## config.mk

```make
export PLATFORM = sky130hd
export DESIGN_NAME = token_assembler
export DESIGN_NICKNAME = d
export VERILOG_FILES = /design/src/rtl/token_assembler.sv
export SDC_FILE = /design/constraint.sdc
export NUM_CORES = 1
export LEC_CHECK = 0
export ABC_AREA = 1
export CAP_MARGIN = 20
export CORE_MARGIN = 4
export CORE_UTILIZATION = 40
export CTS_BUF_LIST = sky130_fd_sc_hd__clkbuf_16
export CTS_CLUSTER_SIZE = 14
export DETAILED_ROUTE_END_ITERATION = 7
export DONT_BUFFER_PORTS = 1
export GPL_ROUTABILITY_DRIVEN = 0
export GPL_TIMING_DRIVEN = 0
export RECOVER_POWER = 100
export SLEW_MARGIN = 25
export SYNTH_ARGS = -nofsm -noshare
export SYNTH_HDL_FRONTEND = slang
export SYNTH_SLANG_ARGS = --single-unit
```

## constraint.sdc

```tcl
create_clock -name clk -period 4.24 [get_ports clk]
set_clock_uncertainty 0.1 [all_clocks]
set_input_delay 1.06 -clock clk [delete_from_list [all_inputs] [get_ports clk]]
set_output_delay 1.06 -clock clk [all_outputs]
set_load 0.005 [all_outputs]
```

## src/rtl/token_assembler.sv

```systemverilog
// token_assembler
//   Buffers keypad events in a small FIFO and turns them into a token stream
//   for a calculator. Decimal digits are accumulated into an operand. An
//   operator key emits the pending operand (if any) followed by the operator
//   token. The clear key emits only the clear operator token. Each token is
//   handed over with a one-cycle strobe. The next token is not issued until
//   the calculator reports calc_ready again.
//
// Ports
//   clk        system clock, rising edge
//   rst        synchronous active-high reset
//   key_valid  one-cycle key event qualifier
//   key_code   0-9 digit, A + , B - , C * , D / , E = , F clear
//   calc_ready calculator idle / accepting tokens
//   token      operand (bit31=0) or operator 32'h8000000A..F, held between strobes
//   strobe     one-cycle token-valid pulse
//   entry_val  current digit accumulator (display)
//   busy       FSM not idle or FIFO not empty
//   key_drop   sticky: a key was lost to a full FIFO
module token_assembler #(
  parameter int FIFO_DEPTH = 4
) (
  input  logic        clk,
  input  logic        rst,
  input  logic        key_valid,
  input  logic [3:0]  key_code,
  input  logic        calc_ready,
  output logic [31:0] token,
  output logic        strobe,
  output logic [31:0] entry_val,
  output logic        busy,
  output logic        key_drop
);

  localparam int PTR_W = $clog2(FIFO_DEPTH);
  localparam int CNT_W = PTR_W + 1;

  typedef enum logic [2:0] {
    IDLE,
    EMIT_NUM,
    WAIT_NUM,
    EMIT_OP,
    WAIT_OP
  } state_t;

  state_t             state_q,    state_d;
  logic [31:0]        acc_q,      acc_d;
  logic               pending_q,  pending_d;
  logic [3:0]         op_q,       op_d;
  logic [31:0]        token_q,    token_d;
  logic               strobe_q,   strobe_d;
  logic               guard_q,    guard_d;
  logic               key_drop_q, key_drop_d;
  logic [PTR_W-1:0]   wr_ptr_q,   wr_ptr_d;
  logic [PTR_W-1:0]   rd_ptr_q,   rd_ptr_d;
  logic [CNT_W-1:0]   cnt_q,      cnt_d;
  logic [3:0]         fifo_q [FIFO_DEPTH];

  logic        full;
  logic        pop;
  logic        push;
  logic [3:0]  head;
  logic [35:0] acc_next;

  // ---------------- key FIFO control ----------------
  always_comb begin
    head = fifo_q[rd_ptr_q];
    full = (cnt_q == CNT_W'(FIFO_DEPTH));
    pop  = (state_q == IDLE) && (cnt_q != '0);
    // A pop in the same cycle frees a slot, so a push into a full FIFO is
    // still accepted then.
    push = key_valid && (!full || pop);

    wr_ptr_d   = push ? wr_ptr_q + PTR_W'(1) : wr_ptr_q;
    rd_ptr_d   = pop  ? rd_ptr_q + PTR_W'(1) : rd_ptr_q;
    cnt_d      = cnt_q;
    if (push && !pop) cnt_d = cnt_q + CNT_W'(1);
    if (pop && !push) cnt_d = cnt_q - CNT_W'(1);
    key_drop_d = key_drop_q | (key_valid && !push);
  end

  // ---------------- token FSM ----------------
  always_comb begin
    // NOTE: every signal gets a default before the case so no path leaves a
    // value unassigned, which would otherwise infer a latch.
    state_d   = state_q;
    acc_d     = acc_q;
    pending_d = pending_q;
    op_d      = op_q;
    token_d   = token_q;
    strobe_d  = 1'b0;
    guard_d   = 1'b0;
    // Widened so the overflow test sees the true value of acc*10+d.
    acc_next  = 36'(acc_q) * 36'd10 + 36'(head);

    // token/strobe are registered on entry to an EMIT state, so strobe is
    // high exactly while the FSM sits in EMIT_NUM / EMIT_OP.
    case (state_q)
      IDLE: begin
        if (pop) begin
          if (head <= 4'd9) begin
            if (acc_next <= 36'h0_7FFF_FFFF) begin
              acc_d     = acc_next[31:0];
              pending_d = 1'b1;
            end
          end else if (head == 4'hF) begin
            acc_d     = '0;
            pending_d = 1'b0;
            op_d      = head;
            state_d   = EMIT_OP;
            token_d   = {28'h8000000, head};
            strobe_d  = 1'b1;
          end else if (pending_q) begin
            op_d      = head;
            state_d   = EMIT_NUM;
            token_d   = acc_q;
            strobe_d  = 1'b1;
          end else begin
            op_d      = head;
            state_d   = EMIT_OP;
            token_d   = {28'h8000000, head};
            strobe_d  = 1'b1;
          end
        end
      end
      EMIT_NUM: begin
        state_d = WAIT_NUM;
        guard_d = 1'b1;
      end
      WAIT_NUM: begin
        // guard_q marks the first WAIT cycle, where calc_ready may still
        // reflect the calculator's state from before it saw the strobe.
        if (!guard_q && calc_ready) begin
          state_d  = EMIT_OP;
          token_d  = {28'h8000000, op_q};
          strobe_d = 1'b1;
        end
      end
      EMIT_OP: begin
        state_d = WAIT_OP;
        guard_d = 1'b1;
      end
      WAIT_OP: begin
        if (!guard_q && calc_ready) begin
          state_d   = IDLE;
          acc_d     = '0;
          pending_d = 1'b0;
        end
      end
      default: state_d = IDLE;
    endcase
  end

  // ---------------- registers ----------------
  // NOTE: sequential state uses non-blocking assignments so every flop
  // samples pre-edge values regardless of statement order.
  always_ff @(posedge clk) begin
    if (rst) begin
      state_q    <= IDLE;
      acc_q      <= '0;
      pending_q  <= 1'b0;
      op_q       <= '0;
      token_q    <= '0;
      strobe_q   <= 1'b0;
      guard_q    <= 1'b0;
      key_drop_q <= 1'b0;
      wr_ptr_q   <= '0;
      rd_ptr_q   <= '0;
      cnt_q      <= '0;
    end else begin
      state_q    <= state_d;
      acc_q      <= acc_d;
      pending_q  <= pending_d;
      op_q       <= op_d;
      token_q    <= token_d;
      strobe_q   <= strobe_d;
      guard_q    <= guard_d;
      key_drop_q <= key_drop_d;
      wr_ptr_q   <= wr_ptr_d;
      rd_ptr_q   <= rd_ptr_d;
      cnt_q      <= cnt_d;
    end
  end

  // NOTE: FIFO storage is deliberately not reset; the pointers and count
  // define which entries are valid, so stale data is never observed.
  always_ff @(posedge clk) begin
    if (!rst && push) fifo_q[wr_ptr_q] <= key_code;
  end

  assign token     = token_q;
  assign strobe    = strobe_q;
  assign entry_val = acc_q;
  assign busy      = (state_q != IDLE) || (cnt_q != '0);
  assign key_drop  = key_drop_q;

endmodule

```

==> impl_metrics.env <==
export IMPL_synth_ff_latch_count=100
export IMPL_drive_above_1_share=0.0864
export IMPL_die_w_um=149
export IMPL_synthArstFlopShare=0
export IMPL_p_comb_frac=0.481
export IMPL_antenna_found_initial=0
export IMPL_top_layer="met4"
export IMPL_pwr_density_cell_nw_per_um2=449
export IMPL_final_period_utilization=0.937
export IMPL_cts_htree_levels=3
export IMPL_dr_wl_met3_mm=1.40
export IMPL_synthMuxAreaShare=0
export IMPL_worstPathMaxFanout=10
export IMPL_die_area_um2=22200
export IMPL_seq_area_um2=2190
export IMPL_yosys_cell_types_count=43
export IMPL_wl_mm=23.2
export IMPL_clk_pin_slew_ns=0.07
export IMPL_nNetsFinal=1369
export IMPL_rows=51
export IMPL_status="finished, final reports clean"
export IMPL_maxSlewViolCount=0
export IMPL_synth_main_ff_cell="dfxtp_1"
export IMPL_clock_power_share=0.206
export IMPL_grt_pass1_vias=7047
export IMPL_path_class="reg -> reg"
export IMPL_num_vias=7780
export IMPL_synth_compound_area_share=0.0973
export IMPL_die_h_um=149
export IMPL_p_sw_mw=1.71
export IMPL_cts_root_buf="clkbuf_16"
export IMPL_multi_input_area_um2=5060
export IMPL_power_share_switching=0.431
export IMPL_setup_viol=0
export IMPL_synthAdderAreaFrac=0.113
export IMPL_ys_seq_area_frac=0.272
export IMPL_timing_hold_ws_ns=0.361
export IMPL_antenna_cells=0
export IMPL_detail_route_antenna_nets=0
export IMPL_internal_power_mw=2.26
export IMPL_utilization=0.452
export IMPL_io_pins=75
export IMPL_grt_use_total=0.205
export IMPL_viasPerCell=4.98
export IMPL_fp_coreArea_um2=19500
export IMPL_report_power_total_mw=3.97
export IMPL_slew_headroom=0.295
export IMPL_mappedNetlistArea_um2=7960
export IMPL_met2_length_mm=10.5
export IMPL_layout_common_cells="nand2_1 (414), inv_1 (171), nand3_1 (108)"
export IMPL_layout_commonest_cell="nand2_1"
export IMPL_drtPass1Iterations=5
export IMPL_synth_warnings=0
export IMPL_cap_violations=0
export IMPL_synth_xor_area_share=0.0218
export IMPL_cp_required_ns=4.42
export IMPL_start_util=0.408
export IMPL_grt_overflow_total=0
export IMPL_peakVddDrop_mv=0.275
export IMPL_critPathCaptureType="flop"
export IMPL_layout_cells_non_filler=1561
export IMPL_hold_violations=0
export IMPL_avgRoutedWirePerCell_um=14.9
export IMPL_met1_length_mm=10.7
export IMPL_drt_iter0_drc=509
export IMPL_reg2reg_slack_ns=0.27
export IMPL_fmax_mhz=252
export IMPL_min_period_ns=3.97
export IMPL_dp_hpwl_mm=18.8
export IMPL_syn_avg_cell_area_um2=6.27
export IMPL_leakagePower_nw=4.05
export IMPL_min_delay_path_class="reg -> reg"
export IMPL_io_buffers=0
export IMPL_seqPwrFrac=0.313
export IMPL_grt_start_max_net_pins=17
export IMPL_synth_edf_count=16
export IMPL_clock_latency_ns=0.35
export IMPL_synth_simple_gate_area_frac=0.393
export IMPL_drc=0
export IMPL_grt_pass1_wl_mm=36.4
export IMPL_dp_cells=1534
export IMPL_cts_sinks=100
export IMPL_cp_start_kind="flop"
export IMPL_setup_ws_ns=0.266
export IMPL_synthCells=1269
export IMPL_area_growth_syn_to_layout_pct=11.0
export IMPL_place_ws_ns=0.0327
export IMPL_cts_buffer_depth=2
export IMPL_cts_tree="yes"
export IMPL_synth_top_family_by_area="simple AND/OR/NAND/NOR gates"
export IMPL_syn_num_nets=1347
export IMPL_cts_buffers=9
export IMPL_worst_pin_slew_ns=1.05
export IMPL_fill_cells=2128
export IMPL_worstPathArrival_ns=4.15
[metal layers]
layer,up-vias,GRT usage
met2,192,0.335
met4,0,0.0632
met5,-,0
met3,27,0.0422
met1,3445,0.273
li1,4116,-
[power groups by stage]
stage | clock [mW] | combinational, mW | sequential, mW
finish | 0.817 | 1.91 | 1.24
global route | 0.864 | 2.11 | 1.25
CTS | 0.828 | 1.60 | 1.23
detailed placement | 0 | 1.59 | 1.25
global placement | 0 | 1.59 | 1.25
floorplan | 0 | 1.22 | 1.20
[flip-flops by register name (all words and copies together) (netlist names), named ones only]
register,count
token,32
guard_q,1
pending_q,1
strobe,1
fifo_q,16
op_q,4
entry_val,32
key_drop,1
cnt_q,3
rd_ptr_q,2
wr_ptr_q,2
state_q,3
[layout make-up]
| class | count | share of cell area |
|---|---|---|
| buffer | 31 | 0.0200 |
| clock buffer | 9 | 0.0255 |
| multi-input combinational | 962 | 0.573 |
| sequential | 100 | 0.248 |
| clock inverter | 7 | 0.00765 |
| inverter | 176 | 0.0752 |
| timing repair buffer | 11 | 0.0133 |
| tap | 265 | 0.0375 |
[metrics by stage]
| stage | setup TNS (ns) | cell area (um2) |
|---|---|---|
| 2_1_floorplan | 0 | 7960 |
| 3_3_place_gp | 0 | 8290 |
| 3_5_place_dp | 0 | 8290 |
| 4_1_cts | 0 | 8590 |
| 5_1_grt | -0.218 | 8830 |
| 6_report | 0 | 8830 |
[final timing paths]
path	start	to	cells past startpoint
worst max register to register	flop	entry_val[5]$_SDFFE_PP0P_	13
worst max-delay path	flop	entry_val[5]$_SDFFE_PP0P_	13
worst min register to register	rd_ptr_q[1]$_SDFFE_PP0P_	flop	2
worst min-delay path	rd_ptr_q[1]$_SDFFE_PP0P_	flop	2
[logic make-up after synthesis]
group / after synthesis
buffers and inverters: 207
DFF: 100
AOI/OAI and AO/OA: 147
xor gates and xnor gates: 19
and+or+nand+nor: 726
adders and majority gates: 70
[what timing repair did]
action / 4_1_cts / 5_1_grt
hold buffers: 0 / 0
setup buffers: 0 / 8
endpoints found under the setup margin: 1 / 33
gates resized for setup: 1 / 40
pin swaps: 0 / 4
cloned: 0 / 3
[Yosys cell counts (4+ instances only)]
| cell | number | area share |
|---|---|---|
| dfxtp_1 | 84 | 0.21 |
| clkbuf_1 | 19 | 0.0090 |
| nand3_2 | 7 | 0.0088 |
| nor3_1 | 31 | 0.019 |
| nand2_2 | 19 | 0.015 |
| nor2_4 | 4 | 0.0057 |
| buf_2 | 4 | 0.0025 |
| nor2_2 | 9 | 0.0071 |
| nand4_1 | 11 | 0.0086 |
| inv_1 | 171 | 0.081 |
| xnor2_1 | 5 | 0.0055 |
| edfxtp_1 | 16 | 0.060 |
| a21oi_1 | 99 | 0.062 |
| xor2_1 | 13 | 0.014 |
| nor2_1 | 109 | 0.051 |
| ha_1 | 67 | 0.11 |
| nand2_1 | 415 | 0.20 |
| o21ai_0 | 31 | 0.019 |
| nand3_1 | 108 | 0.068 |
| buf_6 | 6 | 0.0085 |
[worst max-delay path, stage by stage, from the launching register on]
cell and delay, ns:
dfxtp_1 0.30, clkbuf_4 0.19, clkinvlp_4 0.15, buf_4 0.15
nand2_1 0.06, a32oi_2 0.14, inv_1 0.16, nand2_1 0.06
nand2_1 0.41, clkinv_1 0.43, a31oi_1 0.95, clkbuf_1 0.43
nand3_1 0.18, a21oi_1 0.19
(Power assumes the default switching activity.)
==> RTL edit 1 (config.mk and constraints unchanged) <==
Take the reset off `op_q` and load it in a clocked block of its own.
--- a/src/rtl/token_assembler.sv
+++ b/src/rtl/token_assembler.sv
@@ -161,3 +161,2 @@
       pending_q  <= 1'b0;
-      op_q       <= '0;
       token_q    <= '0;
@@ -173,3 +172,2 @@
       pending_q  <= pending_d;
-      op_q       <= op_d;
       token_q    <= token_d;
@@ -184,2 +182,6 @@
 
+  always_ff @(posedge clk) begin
+    op_q <= op_d;
+  end
+
   // NOTE: FIFO storage is deliberately not reset; the pointers and count
Check against the original RTL: no difference found for any inputs over 4 cycles, from zero or initial values and one cycle with rst high; that may be too few to reach the edited logic, so the function may still have changed.
==> RTL edit 1 against the original RTL <==
  * Synthesized area increased by 3.1%
  * Worst setup slack improved by 0.051 ns
  * Maximum frequency increased by 1.3%
  * Wire length decreased by 0.13%
  * Count of clock-buffer cells in the layout unchanged
  * Design area decreased by 0.21%
  * Sequential cell count unchanged
  * Power decreased by 11%
  * Sequential share of layout area increased by 0.42 points
  * Critical endpoint is now entry_val[2]
  * Largest cell class unchanged
==> RTL edit 1: results (changes against the original RTL) <==
<table>
<tr><th>Metric</th><th>Value</th></tr>
<tr><th colspan="2">Global route</th></tr>
<tr><td>Via count of the first global-routing pass</td><td>7384 (+4.8%)</td></tr>
<tr><td>All-Layer GR Usage</td><td>0.205 (+0.000384)</td></tr>
<tr><th colspan="2">Setup path</th></tr>
<tr><td>Worst reg2reg path depth</td><td>23 (+10)</td></tr>
<tr><td>R2r setup slk</td><td>0.32 ns (+0.05 ns)</td></tr>
<tr><td>Reg2reg end</td><td>entry_val[2]</td></tr>
<tr><td>Data arrival at the endpoint of the critical path</td><td>4.03 ns (-0.12 ns)</td></tr>
<tr><td>Largest stage delay, worst path</td><td>0.58 ns (-0.37 ns)</td></tr>
<tr><td>Critical Path Sink</td><td>entry_val[2]</td></tr>
<tr><td>Critical Path Slowest Stage Cell</td><td>fa_2</td></tr>
<tr><th colspan="2">Drt</th></tr>
<tr><td>Total length of routed wires</td><td>23200 um (-0.13%)</td></tr>
<tr><td>Vias per cell</td><td>5.00 (+0.36%)</td></tr>
<tr><td>Post-route met1 wirelength</td><td>10800 um (+1.0%)</td></tr>
<tr><td>Number of DRC violations after detailed-routing iteration 0</td><td>433 (-15%)</td></tr>
<tr><th colspan="2">Power and ir drop</th></tr>
<tr><td>Switching power</td><td>1.55 mW (-9.6%)</td></tr>
<tr><td>Clock share of power</td><td>0.217 (+0.011)</td></tr>
<tr><td>Max IR drop VDD</td><td>269 uV (-2.2%)</td></tr>
<tr><td>Static Leakage</td><td>4.17 nW (+2.9%)</td></tr>
<tr><td>Power in combinational cells</td><td>1.56 mW (-18%)</td></tr>
<tr><th colspan="2">Synth</th></tr>
<tr><td>Post-synthesis instance total</td><td>1282 (+1.0%)</td></tr>
<tr><td>Synth unique cells</td><td>40 (-7.0%)</td></tr>
<tr><td>Post-synth top cells</td><td>nand2_1 (388), inv_1 (187), nand3_1 (135)</td></tr>
<tr><th colspan="2">Timing</th></tr>
<tr><td>Relative slew slack</td><td>0.461 (+0.165)</td></tr>
<tr><th colspan="2">Placement</th></tr>
<tr><td>Setup slack at placement</td><td>0.112 ns (+0.0792 ns)</td></tr>
<tr><td>Area after detailed placement</td><td>0.00854 mm^2 (+3.0%)</td></tr>
<tr><th colspan="2">Outcome</th></tr>
<tr><td>Run status</td><td>finished clean</td></tr>
<tr><th colspan="2">Layout</th></tr>
<tr><td>Share of layout cells above drive strength 1</td><td>0.0809 (-0.00553)</td></tr>
</table>
-- RTL edit 1: changes by cell type in the layout (fill, tap and decap cells not counted), moves of 5 or more --
cell / change
buf_4: -9
clkbuf_1: -7
dlygate4sd3_1: +6
inv_1: +16
nor2_1: -5
a21oi_1: -6
nand2_1: -26
nor2_2: +6
nand3_1: +27
-- RTL edit 1: logic make-up after synthesis --
family | after synthesis | synth area share
AND/OR/NAND/NOR | 727 | 0.390
flip-flops | 100 | 0.268
AO/OA/AOI/OAI | 140 | 0.0938
XOR/XNOR | 17 | 0.0181
buffers and inverters | 228 | 0.120
adder cells (fa/ha/maj) | 70 | 0.109
-- RTL edit 1: area by class of cell --
type	instances	area, um^2
inverters	194	732
well taps	270	338
clock inverters	7	50.0
fillers	2180	11400
flip-flops and latches	100	2220
clock buffers	9	225
plain buffers	34	243
multi-input cells	954	5010
-- RTL edit 1: how the worst min path moves through the flow --
stage | from | to | slack (ns) | depth (start not counted)
floorplan | rd_ptr_q[1] | register | 0.34 | 2
global placement | rd_ptr_q[1] | rd_ptr_q[1] | 0.35 | 2
detailed placement | rd_ptr_q[1] | register | 0.35 | 2
CTS | rd_ptr_q[1] | register | 0.37 | 2
global route | rd_ptr_q[1] | rd_ptr_q[1] | 0.38 | 2
finish | rd_ptr_q[1] | register | 0.36 | 2
-- RTL edit 1: tightest hold or removal path, stage by stage, from the launching register on --
cell and delay [ns]:
dfxtp_1 0.30, inv_1 0.05, a21oi_1 0.07
-- RTL edit 1: repair_timing --
item	4_1_cts	5_1_grt
setup endpoints to repair	0	33
hold buffers	0	0
gates resized for setup	0	18
-- RTL edit 1: layer usage --
layer	vias to the layer above	global-route usage
met3	23	0.0395
met4	0	0.0435
met1	3513	0.277
li1	4139	-
met2	168	0.341
met5	-	0
==> RTL edit 2 (config.mk and constraints unchanged) <==
Without the edit above. Change the parameter `FIFO_DEPTH` from 4 to 8.
--- a/src/rtl/token_assembler.sv
+++ b/src/rtl/token_assembler.sv
@@ -20,3 +20,3 @@
 module token_assembler #(
-  parameter int FIFO_DEPTH = 4
+  parameter int FIFO_DEPTH = 8
 ) (
Formal check against the unedited RTL: not equivalent (a bounded check fails within 10 cycles, from zero or initial values and one cycle with rst high).
==> RTL edit 2 against the original RTL <==
  * Power up 40%
  * Die area up 18%
  * Design area up 20%
  * Clock power up 66%
  * Synthesized cell count up 10%
  * Highest routed layer unchanged
  * Sequential power up 29%
  * Synthesized area up 19%
  * Worst setup slack better by 0.021 ns
  * Wire length up 16%
  * Critical path depth up 12
  * Sequential cell count up 20
  * First-iteration DRC count up 22%
  * Via count up 12%
==> RTL edit 2: results (changes against the original RTL) <==
<table>
<tr><th>Metric</th><th>Value</th></tr>
<tr><th colspan="2">Synth</th></tr>
<tr><td>Syn_area_per_cell</td><td>6.78 um^2 (+8.0%)</td></tr>
<tr><td>Synthesized-area fraction occupied by adder cells</td><td>0.0949 (-0.0179)</td></tr>
<tr><td>Post-synth top cells</td><td>nand2_1 (352), inv_1 (199), nor2_1 (149)</td></tr>
<tr><td>Post-synthesis compound-gate area fraction</td><td>0.115 (+0.0178)</td></tr>
<tr><th colspan="2">Power and ir drop</th></tr>
<tr><td>Clock-net power</td><td>1.36 mW (+66%)</td></tr>
<tr><td>Max IR drop VDD</td><td>444 uV (+61%)</td></tr>
<tr><td>Ratio of total power to cell area</td><td>524 mW/mm^2 (+17%)</td></tr>
<tr><td>P_int</td><td>3.09 mW (+37%)</td></tr>
<tr><th colspan="2">Placement</th></tr>
<tr><td>Area after detailed placement</td><td>0.00986 mm^2 (+19%)</td></tr>
<tr><td>Setup slack at placement</td><td>-0.0904 ns (-0.123 ns)</td></tr>
<tr><td>Instance count after placement with tap cells included</td><td>1715 (+12%)</td></tr>
<tr><th colspan="2">Setup path</th></tr>
<tr><td>Reg2reg end</td><td>entry_val[8]</td></tr>
<tr><td>Critical Path Slowest Stage Cell</td><td>fa_2</td></tr>
<tr><td>Crit-path leading delay family</td><td>simple AND/OR/NAND/NOR gates</td></tr>
<tr><td>Largest stage delay, worst path</td><td>0.58 ns (-0.37 ns)</td></tr>
<tr><th colspan="2">Drt</th></tr>
<tr><td>Number of DRC violations after detailed-routing iteration 0</td><td>621 (+22%)</td></tr>
<tr><th colspan="2">Global route</th></tr>
<tr><td>Via count of the first global-routing pass</td><td>8376 (+19%)</td></tr>
<tr><td>Met3 GRT Util</td><td>0.0436 (+0.00141)</td></tr>
<tr><td>All-Layer GR Usage</td><td>0.206 (+0.00159)</td></tr>
<tr><th colspan="2">Clocking</th></tr>
<tr><td>Skew-Pair Late Insertion Delay</td><td>0.42 ns (+0.07 ns)</td></tr>
<tr><th colspan="2">Outcome</th></tr>
<tr><td>Run status</td><td>finished clean</td></tr>
<tr><th colspan="2">Layout</th></tr>
<tr><td>Multi-input gate count</td><td>1033 (+7.4%)</td></tr>
<tr><td>Inverters excl. clock</td><td>207 (+18%)</td></tr>
<tr><td>FF/Latch Area</td><td>0.00275 mm^2 (+26%)</td></tr>
<tr><td>Fraction of standard cell area in multi-input logic</td><td>0.550 (-0.0232)</td></tr>
<tr><td>Fin nets</td><td>1497 (+9.3%)</td></tr>
<tr><th colspan="2">Hold path</th></tr>
<tr><td>Source of the worst hold timing path</td><td>rd_ptr_q[2]</td></tr>
<tr><td>Number of instances on the worst hold path</td><td>1 (-1)</td></tr>
</table>
-- RTL edit 2: cell types whose count changed in the layout (fill, tap and decap cells not counted), moves of 35 or more --
cell | unedited run | this run
nor2_1 | 105 | 143
a21oi_1 | 99 | 37
nand3_1 | 108 | 73
nand2_1 | 414 | 357
o21ai_0 | 31 | 97
-- RTL edit 2: per-layer routing --
metal / routed length (um) / part of all wire
met1: 12900 / 0.48
met2: 11900 / 0.44
met3: 1420 / 0.053
met4: 651 / 0.024
met5: 0 / 0
-- RTL edit 2: worst max-delay path by stage --
stage / from / end / slack, ns
global route: register / entry_val[23] / -0.02
finish: entry_val[1] / entry_val[8] / 0.29
global placement: register / entry_val[5] / -0.1
CTS: register / entry_val[30] / 0.009
floorplan: entry_val[1] / entry_val[1] / 0.55
detailed placement: register / entry_val[5] / -0.09
-- RTL edit 2: cells by family after synthesis --
family | count (synthesis)
adders and majority gates | 70
and+or+nand+nor | 754
buffers and inverters | 243
AOI/OAI and AO/OA | 187
xor gates and xnor gates | 22
DFF | 120
